### config.mk
export PLATFORM = sky130hd
export DESIGN_NAME = dmem_responder
export DESIGN_NICKNAME = d
export VERILOG_FILES = /design/src/rtl/dmem_responder.sv
export SDC_FILE = /design/constraint.sdc
export NUM_CORES = 2
export LEC_CHECK = 0
export ABC_AREA = 1
export BUFFER_PORTS_ARGS = -buffer_cell sky130_fd_sc_hd__buf_4
export CAP_MARGIN = 20
export CORE_UTILIZATION = 40
export DETAILED_ROUTE_END_ITERATION = 8
export SYNTH_ARGS = -nofsm -noshare
export SYNTH_HDL_FRONTEND = slang
export SYNTH_SLANG_ARGS = --single-unit
### constraint.sdc
create_clock -name clk -period 10.7 [get_ports clk]
set_input_delay 0 -clock clk [delete_from_list [all_inputs] [get_ports clk]]
set_output_delay 0 -clock clk [all_outputs]
set_load 0.005 [all_outputs]
### src/rtl/dmem_responder.sv
// Data-memory responder: accepts one load/store per request, completes it LAT
// cycles later with a one-cycle done pulse, and flags rejected accesses with err.
module dmem_responder #(
  parameter int unsigned DEPTH = 64,
  parameter int unsigned LAT   = 2
) (
  input  logic        clk,
  input  logic        rst_n,
  input  logic        mr,
  input  logic        mw,
  input  logic [31:0] addr,
  input  logic [31:0] wdata,
  output logic [31:0] rdata,
  output logic        stall,
  output logic        done,
  output logic        err
);

  localparam int unsigned AW = $clog2(DEPTH);
  localparam int unsigned CW = 4;
  localparam int unsigned DW = 32;

  typedef enum logic [1:0] {
    IDLE = 2'd0,
    BUSY = 2'd1,
    DONE = 2'd2
  } state_e;

  state_e          state_q, state_d;
  logic [CW-1:0]   cnt_q, cnt_d;
  logic            rd_q, wr_q;
  logic [DW-1:0]   addr_q, wdata_q;
  logic [DW-1:0]   rdata_q, rdata_d;
  logic            done_q, done_d;
  logic            err_q, err_d;
  logic [DW-1:0]   mem_q [DEPTH];

  logic            req;
  logic            latch_en;
  logic            access_en;
  logic            mem_we;
  logic            acc_rd, acc_wr, acc_err;
  logic [DW-1:0]   acc_addr, acc_wdata;
  logic [AW-1:0]   acc_idx;

  assign req = mr | mw;

  // Access operands come straight from the inputs on an IDLE->DONE hop (LAT=1),
  // otherwise from the copy latched at acceptance.
  always_comb begin
    acc_rd    = rd_q;
    acc_wr    = wr_q;
    acc_addr  = addr_q;
    acc_wdata = wdata_q;
    if (state_q == IDLE) begin
      acc_rd    = mr;
      acc_wr    = mw;
      acc_addr  = addr;
      acc_wdata = wdata;
    end
  end

  assign acc_err = (acc_addr[1:0] != 2'b00) ||
                   (acc_addr >= DW'(4 * DEPTH)) ||
                   (acc_rd && acc_wr);
  assign acc_idx = acc_addr[AW+1:2];

  // Next-state logic; the counter holds the BUSY cycles still to go, so the
  // access fires on the cycle it would reach zero.
  always_comb begin
    state_d   = state_q;
    cnt_d     = cnt_q;
    latch_en  = 1'b0;
    access_en = 1'b0;
    case (state_q)
      IDLE: begin
        if (req) begin
          latch_en = 1'b1;
          cnt_d    = CW'(LAT - 1);
          if (LAT == 1) begin
            access_en = 1'b1;
            state_d   = DONE;
          end else begin
            state_d = BUSY;
          end
        end
      end
      BUSY: begin
        if (cnt_q <= CW'(1)) begin
          cnt_d     = '0;
          access_en = 1'b1;
          state_d   = DONE;
        end else begin
          cnt_d = cnt_q - CW'(1);
        end
      end
      DONE: begin
        state_d = IDLE;
      end
      default: begin
        state_d = IDLE;
        cnt_d   = '0;
      end
    endcase
  end

  always_comb begin
    rdata_d = rdata_q;
    done_d  = access_en;
    err_d   = access_en && acc_err;
    if (access_en && acc_rd && !acc_err) begin
      rdata_d = mem_q[acc_idx];
    end
  end

  always_ff @(posedge clk or negedge rst_n) begin
    if (!rst_n) begin
      state_q <= IDLE;
      cnt_q   <= '0;
      rd_q    <= 1'b0;
      wr_q    <= 1'b0;
      addr_q  <= '0;
      wdata_q <= '0;
      rdata_q <= '0;
      done_q  <= 1'b0;
      err_q   <= 1'b0;
    end else begin
      state_q <= state_d;
      cnt_q   <= cnt_d;
      rdata_q <= rdata_d;
      done_q  <= done_d;
      err_q   <= err_d;
      if (latch_en) begin
        rd_q    <= mr;
        wr_q    <= mw;
        addr_q  <= addr;
        wdata_q <= wdata;
      end
    end
  end

  // Storage is not reset; writes are suppressed while reset is asserted.
  assign mem_we = rst_n && access_en && acc_wr && !acc_err;

  always_ff @(posedge clk) begin
    if (mem_we) begin
      mem_q[acc_idx] <= acc_wdata;
    end
  end

  assign stall = ((state_q == IDLE) && req) || (state_q == BUSY);
  assign rdata = rdata_q;
  assign done  = done_q;
  assign err   = err_q;

endmodule

== Word-level counts from Yosys, hierarchy flattened ==
Memory sizes are Yosys's and may differ from the RTL's. A register that Yosys moved wholly into a read port is not among the register bits.
Index checks and enable logic that the tools add are counted.

* Register bits after elaboration: 74
* Bits in writable memories: 2048
* Input bits: 68
* Output and inout port bits: 35
* Word-level logic and storage cells: 51
* Memories kept: 1

{| class="wikitable"
|+ Memories
! name !! depth !! bits a word !! read ports !! clocked after Yosys merged registers in !! wr ports !! line !! RTL
|-
| mem_q || 64 || 32 || 1 || 1 || 1 || 36 || <nowiki>logic [DW-1:0] mem_q [DEPTH];</nowiki>
|}

* $add $sub $neg: 1
* Magnitude comparators: 2
* Eq/ne operators: 4
* Mux-type cells: 16
* Bitwise logic cells: 2
* Reductions and logical operators: 17

{| class="wikitable"
|+ Operators by type and width
! cell !! number
|-
| 32-bit two-way mux || 2
|-
| 32-bit by 9-bit greater-or-equal comparator with 1-bit output (second input constant) || 1
|-
| 4-bit case mux with 3 select lines || 1
|-
| 1-bit logical AND || 8
|-
| 1-bit two-way mux || 8
|-
| 4-bit two-way mux || 2
|-
| 4-bit by 1-bit less-or-equal comparator with 1-bit output (second input constant) || 1
|-
| 2-bit two-way mux || 2
|-
| 2-bit inequality test (second input constant) || 2
|-
| 2-bit case mux with 2 select lines || 1
|-
| 2-bit AND reduction || 2
|-
| 4-bit by 1-bit subtractor with 4-bit output (second input constant) || 1
|-
| 1-bit logical OR || 3
|-
| 2-bit by 1-bit == test with 1-bit output (second input constant) || 1
|-
| 2-bit == test (second input constant) || 1
|-
| 1-bit logical NOT || 2
|-
| 2-bit logical NOT || 1
|-
| 2-bit nonzero test || 1
|-
| 1-bit NOT || 1
|-
| 1-bit OR || 1
|}

== Logic depth before layout (Yosys ltp) ==
* Depth in word-level cells: 9
* Gate-level depth with buffers: 16
* Gate-level depth less buffers: 13

== Least setup slack after synthesis ==
No wires, ideal clock.

* Path kind: register to register
* Start point: register state_q[0]
* End point: memory mem_q[58][0] (enable)
* Library setup time: 468 ps
* Arrival: 3996 ps
* Required time: 10232 ps
* Setup slack: 6236 ps
* Cell stages (with the launch flop): 11
* Path buffers: 3
* Clock period less this slack: 4464 ps
* Cell sequence: dfrtp_1 inv_1 nand2_1 buf_4 nand2_1 nand2_2 nor2_4 buf_2 buf_2 nand2_1 nor3b_1

* Word-level cells in the longest chain between the ends: 9
* Elaborated cells between the ends (all ways): 17
* Those cells by class: order compare: 1; eq/ne: 1; mux: 6; reduce/logical: 9

{| class="wikitable"
|+ RTL lines
! item !! line !! RTL
|-
| start: declaration || 29 || <nowiki>state_e state_q, state_d;</nowiki>
|-
| start signal: assignment || 128 || <nowiki>state_q <= state_d;</nowiki>
|-
| 2-bit logical NOT || 55 || <nowiki>if (state_q == IDLE) begin</nowiki>
|-
| 32-bit two-way mux || 55 ||
|-
| 32-bit by 9-bit greater-or-equal comparator with 1-bit output or 2-bit nonzero test (tied branches) || 64, 63 ||
|-
| 1-bit logical OR || 63 || <nowiki>assign acc_err = (acc_addr[1:0] != 2'b00) ||</nowiki>
|-
| 1-bit logical OR || 64 || <nowiki>(acc_addr >= DW'(4 * DEPTH)) ||</nowiki>
|-
| 1-bit logical NOT || 143 || <nowiki>assign mem_we = rst_n && access_en && acc_wr && !acc_err;</nowiki>
|-
| 1-bit logical AND || 143 ||
|-
| 1-bit two-way mux || 146 || <nowiki>if (mem_we) begin</nowiki>
|-
| 1-bit two-way mux (implied by the code) || 147 || <nowiki>mem_q[acc_idx] <= acc_wdata;</nowiki>
|-
| end: declaration || 36 ||
|}

Several ways; a longest one is shown, not always the timed one.

== Final worst setup path ==
* Start point: register state_q[1]
* End point: register rdata_q[2] (netlist: rdata[2]) (read register of mem_q)

* Word-level cells in the longest chain between the ends: 7
* Elaborated cells between the ends (all ways): 14
* Those cells by class: order compare: 1; eq/ne: 1; mux: 4; reduce/logical: 8

{| class="wikitable"
|+ RTL lines
! item !! line !! RTL
|-
| 2-bit logical NOT || 55 ||
|-
| 32-bit two-way mux || 55 ||
|-
| 32-bit by 9-bit greater-or-equal comparator with 1-bit output or 2-bit nonzero test (tied branches) || 64, 63 ||
|-
| 1-bit logical OR || 63 ||
|-
| 1-bit logical OR || 64 ||
|-
| 1-bit logical NOT || 111 || <nowiki>if (access_en && acc_rd && !acc_err) begin</nowiki>
|-
| 1-bit logical AND || 111 ||
|-
| end: declaration || 33 || <nowiki>logic [DW-1:0] rdata_q, rdata_d;</nowiki>
|}

Several ways; a longest one is shown, not always the timed one.
A chain may end at the register's enable or synchronous reset.

==> impl_metrics.py <==
metrics = {
    "setup_path": {
        "cp_data_arrival_time_ns": 5.91,
        "crit_path_start_kind": "flop",
        "cp_max_fo": 133,
        "path_class": "reg -> reg",
        "required_ns": 11.46,
        "crit_path_end_kind": "flop",
    },
    "routing": {
        "via_per_inst": 5.044,
        "dr.pass1.iters": 6,
        "highest_layer": "met5",
        "vias": 61360,
        "wire_per_inst_um": 22.26,
        "wl_met1_um": 109800,
        "wl_met3_um": 23470,
        "wl_met2_um": 125000,
        "drtIter0Drc": 7008,
        "totalWireLength_um": 270800,
        "antenna_left": 0,
        "remaining_drc_errors": 0,
    },
    "clock_tree": {
        "ctsRootBufferMaster": "clkbuf_16",
        "ctsResizeCount": 0,
        "cts_max_level": 4,
        "cts_buffers": 214,
        "clkTransAtPathRegs_ns": 0.06,
        "insertion_delay_ns": 0.87,
        "clock-sinks": 2154,
        "cts_tree": "built",
        "cts_buffer_depth": 3,
    },
    "power": {
        "swShare_pct": 42.08,
        "p_seq_share_pct": 36.1,
        "combPwrFrac_pct": 39.1,
        "peakVddDrop_mv": 0.3638,
        "power_density_mw_per_mm2": 289.5,
        "pwr-share-clk_pct": 24.7,
        "p_leak_nw": 44.64,
        "power_switching_w": 0.01281,
        "p_int_w": 0.01764,
    },
    "yosys": {
        "synth_edf_count": 2048,
        "synth.distinct_cells": 35,
        "syn_nets": 8814,
        "synth_seq_area_share_pct": 69.74,
        "syn_inst": 8744,
        "mappedNetlistArea_mm2": 0.09199,
        "ys_async_sr_fraction_pct": 4.921,
        "yosys_register_bits": 2154,
        "ys_warn_count": 0,
        "ys.flop_type": "edfxtp_1",
        "syn_avg_cell_area_um2": 10.52,
    },
    "place": {
        "portBuffers": 102,
        "globalplace.congestion": 0.8512,
        "dp_hpwl_um": 148300,
        "post-place-ws_ns": 5.671,
        "placed_area_mm2": 0.09680,
    },
    "sta": {
        "setup_viol": 0,
        "period_needed_ns": 5.147,
        "fmaxAchievable_ghz": 0.1943,
        "fin_crit_sh_pct": 48.10,
        "clock_skew_ns": 0.04744,
        "fin_ws_ns": 5.553,
        "maxSlewViolCount": 0,
        "timing.final.hold_violations": 0,
        "tightestPinTransition_ns": 1.156,
        "fin_setup_tns_ns": 0,
        "rsz0062_at_grt": "no",
        "slew_headroom_pct": 22.14,
    },
    "final_layout": {
        "syn2layout_area_growth_pct": 14.34,
        "nets": 9036,
        "fin_area_mm2": 0.1052,
        "final_layout_size_suffix_gt1_share_pct": 7.791,
        "fillers": 20550,
    },
    "die": {
        "start_util_pct": 40.36,
        "core_mm2": 0.2279,
        "rows": 175,
        "die_w_um": 481.6,
        "die_h_um": 481.6,
        "fp.dieArea_mm2": 0.2319,
        "pin_count": 103,
    },
    "run": {
        "max_cap_viol_count": 0,
    },
    "global_route": {
        "antenna_found_initial": 24,
        "grt_pass1_wl_um": 391900,
        "grt_pass1_vias": 57840,
        "gr-total-overflow": 0,
        "grt_use_total_pct": 23.29,
        "grt_max_degree": 146,
    },
    "status": {
        "status": "completed",
    },
    "hold_path": {
        "hp-class": "in -> reg",
    },
}
## sequential cells by signal, summed over array words and instances (netlist names)
signal	cells
rdata	32
mem_q	2048
addr_q	32
wr_q	1
done	1
rd_q	1
wdata_q	32
cnt_q	4
state_q	2
err	1
## worst max-delay path, stage by stage (launching register included)
cell,delay [ns]
dfrtp_1,0.43
nor2_4,0.45
nand2_2,0.17
nand2_8,0.57
buf_12,0.43
buf_4,0.61
nand2_1,0.10
nand3_1,0.10
nand2_1,0.06
o21ai_1,0.23
nand2_1,0.26
nor2_1,0.91
nand3_1,0.19
nand2_1,0.12
inv_1,0.04
## area by class of cell
type | count | area [um^2] | area share, %
clock buffers | 285 | 5742 | 5.459
diodes | 3 | 7.507 | 0.007138
well taps | 3009 | 3765 | 3.580
inverters | 1900 | 7132 | 6.781
multi-input cells | 4289 | 19550 | 18.59
flip-flops and latches | 2154 | 64150 | 60.99
repair buffers | 407 | 3542 | 3.368
clock inverters | 117 | 1290 | 1.226
## timing repair
action                    in CTS  in global routing
hold endpoints to repair     185                  0
hold buffers                 125                  0
buffers inserted               0                  0
## synthesized netlist by cell type, types with 2 or more instances
| cell | instances | share of area (%) |
|---|---|---|
| nor2_2 | 2 | 0.014 |
| nand4_1 | 9 | 0.061 |
| clkbuf_1 | 100 | 0.41 |
| o211ai_1 | 264 | 2.2 |
| a21oi_1 | 8 | 0.044 |
| nand2_1 | 2549 | 10 |
| o21ai_2 | 3 | 0.029 |
| buf_4 | 14 | 0.11 |
| nor3b_1 | 4 | 0.033 |
| ha_1 | 2 | 0.027 |
| nor2_4 | 4 | 0.049 |
| nor2_1 | 262 | 1.1 |
| nor3b_2 | 4 | 0.054 |
| dfrtp_1 | 106 | 2.9 |
| buf_6 | 3 | 0.037 |
| edfxtp_1 | 2048 | 67 |
| o21ai_0 | 198 | 1.1 |
| buf_2 | 274 | 1.5 |
| nor3_1 | 61 | 0.33 |
| nand2_2 | 7 | 0.048 |
| o31ai_1 | 2 | 0.016 |
| buf_1 | 9 | 0.037 |
| inv_2 | 4 | 0.016 |
| nor3_4 | 2 | 0.035 |
| nand3_1 | 770 | 4.2 |
| o21ai_1 | 131 | 0.71 |
| inv_1 | 1896 | 7.7 |
## power groups by stage
| stage | logic, W | registers, W | clock network [W] |
|---|---|---|---|
| floorplan | 0.00668 | 0.0114 | 0 |
| global placement | 0.0116 | 0.0112 | 0 |
| detailed placement | 0.0117 | 0.0112 | 0 |
| CTS | 0.0118 | 0.0110 | 0.00763 |
| global route | 0.0128 | 0.0110 | 0.00794 |
| finish | 0.0119 | 0.0110 | 0.00753 |
## routing by layer
metal | up-vias | track usage, %
met5 | - | 0
met4 | 10 | 9.903
met3 | 452 | 3.651
met2 | 2528 | 37.42
met1 | 29850 | 31.36
li1 | 28520 | -
## stage by stage
stage	instances	hold slack (ns)	power, W	utilization, %
floorplan	8744	-0.2956	0.01806	-
global placement	11620	-0.04009	0.02275	42.44
detailed placement	11630	-0.03857	0.02291	42.47
CTS	12160	0.001604	0.03042	46.11
global route	12160	0.06745	0.03172	46.14
finish	12160	0.07070	0.03045	46.14
## logic make-up after synthesis
family                     after synthesis  share of synthesized area, %
adders and majority gates                2                       0.02720
and+or+nand+nor                       3678                         16.33
buffers and inverters                 2301                         9.845
AOI/OAI and AO/OA                      607                         4.044
DFF                                   2154                         69.74
xor gates and xnor gates                 2                       0.01905
## final timing paths
check	start	endpoint	slack (ns)	cells after the start
max in group asynchronous	rst_n	rdata[10]$_DFFE_PN0P_	9.43	4
worst min-delay path	wdata[2]	wdata_q[2]$_DFFE_PN0P_	0.07	4
worst min register to register	wdata_q[8]$_DFFE_PN0P_	wdata_q[8]$_DFFE_PN0P_	0.48	2
worst max register to register	state_q[1]$_DFFE_PN0P_	rdata[2]$_DFFE_PN0P_	5.55	14
worst max-delay path	state_q[1]$_DFFE_PN0P_	rdata[2]$_DFFE_PN0P_	5.55	14
min in group asynchronous	rst_n	wdata_q[28]$_DFFE_PN0P_	0.26	4
## cells in the final DEF, fill, tap and decap left out, drive strengths merged
master | Yosys | routed
nand2 | 2556 | 2556
edfxtp | 2048 | 2048
inv | 1900 | 1908
nand3 | 771 | 771
o21ai | 332 | 332
clkbuf | 101 | 286
buf | 300 | 282
nor2 | 268 | 268
o211ai | 264 | 264
dlygate4sd3 | 0 | 124
dfrtp | 106 | 106
clkinv | 0 | 84
nor3 | 64 | 64
bufinv | 0 | 19
nand4 | 10 | 10
a21oi | 8 | 8
nor3b | 8 | 8
clkinvlp | 0 | 6
diode | 0 | 3
o31ai | 2 | 2
ha | 2 | 2
nand3b | 1 | 1
xor2 | 1 | 1
a32o | 1 | 1
xnor2 | 1 | 1
No activity file was read; power rests on OpenSTA's default activity.
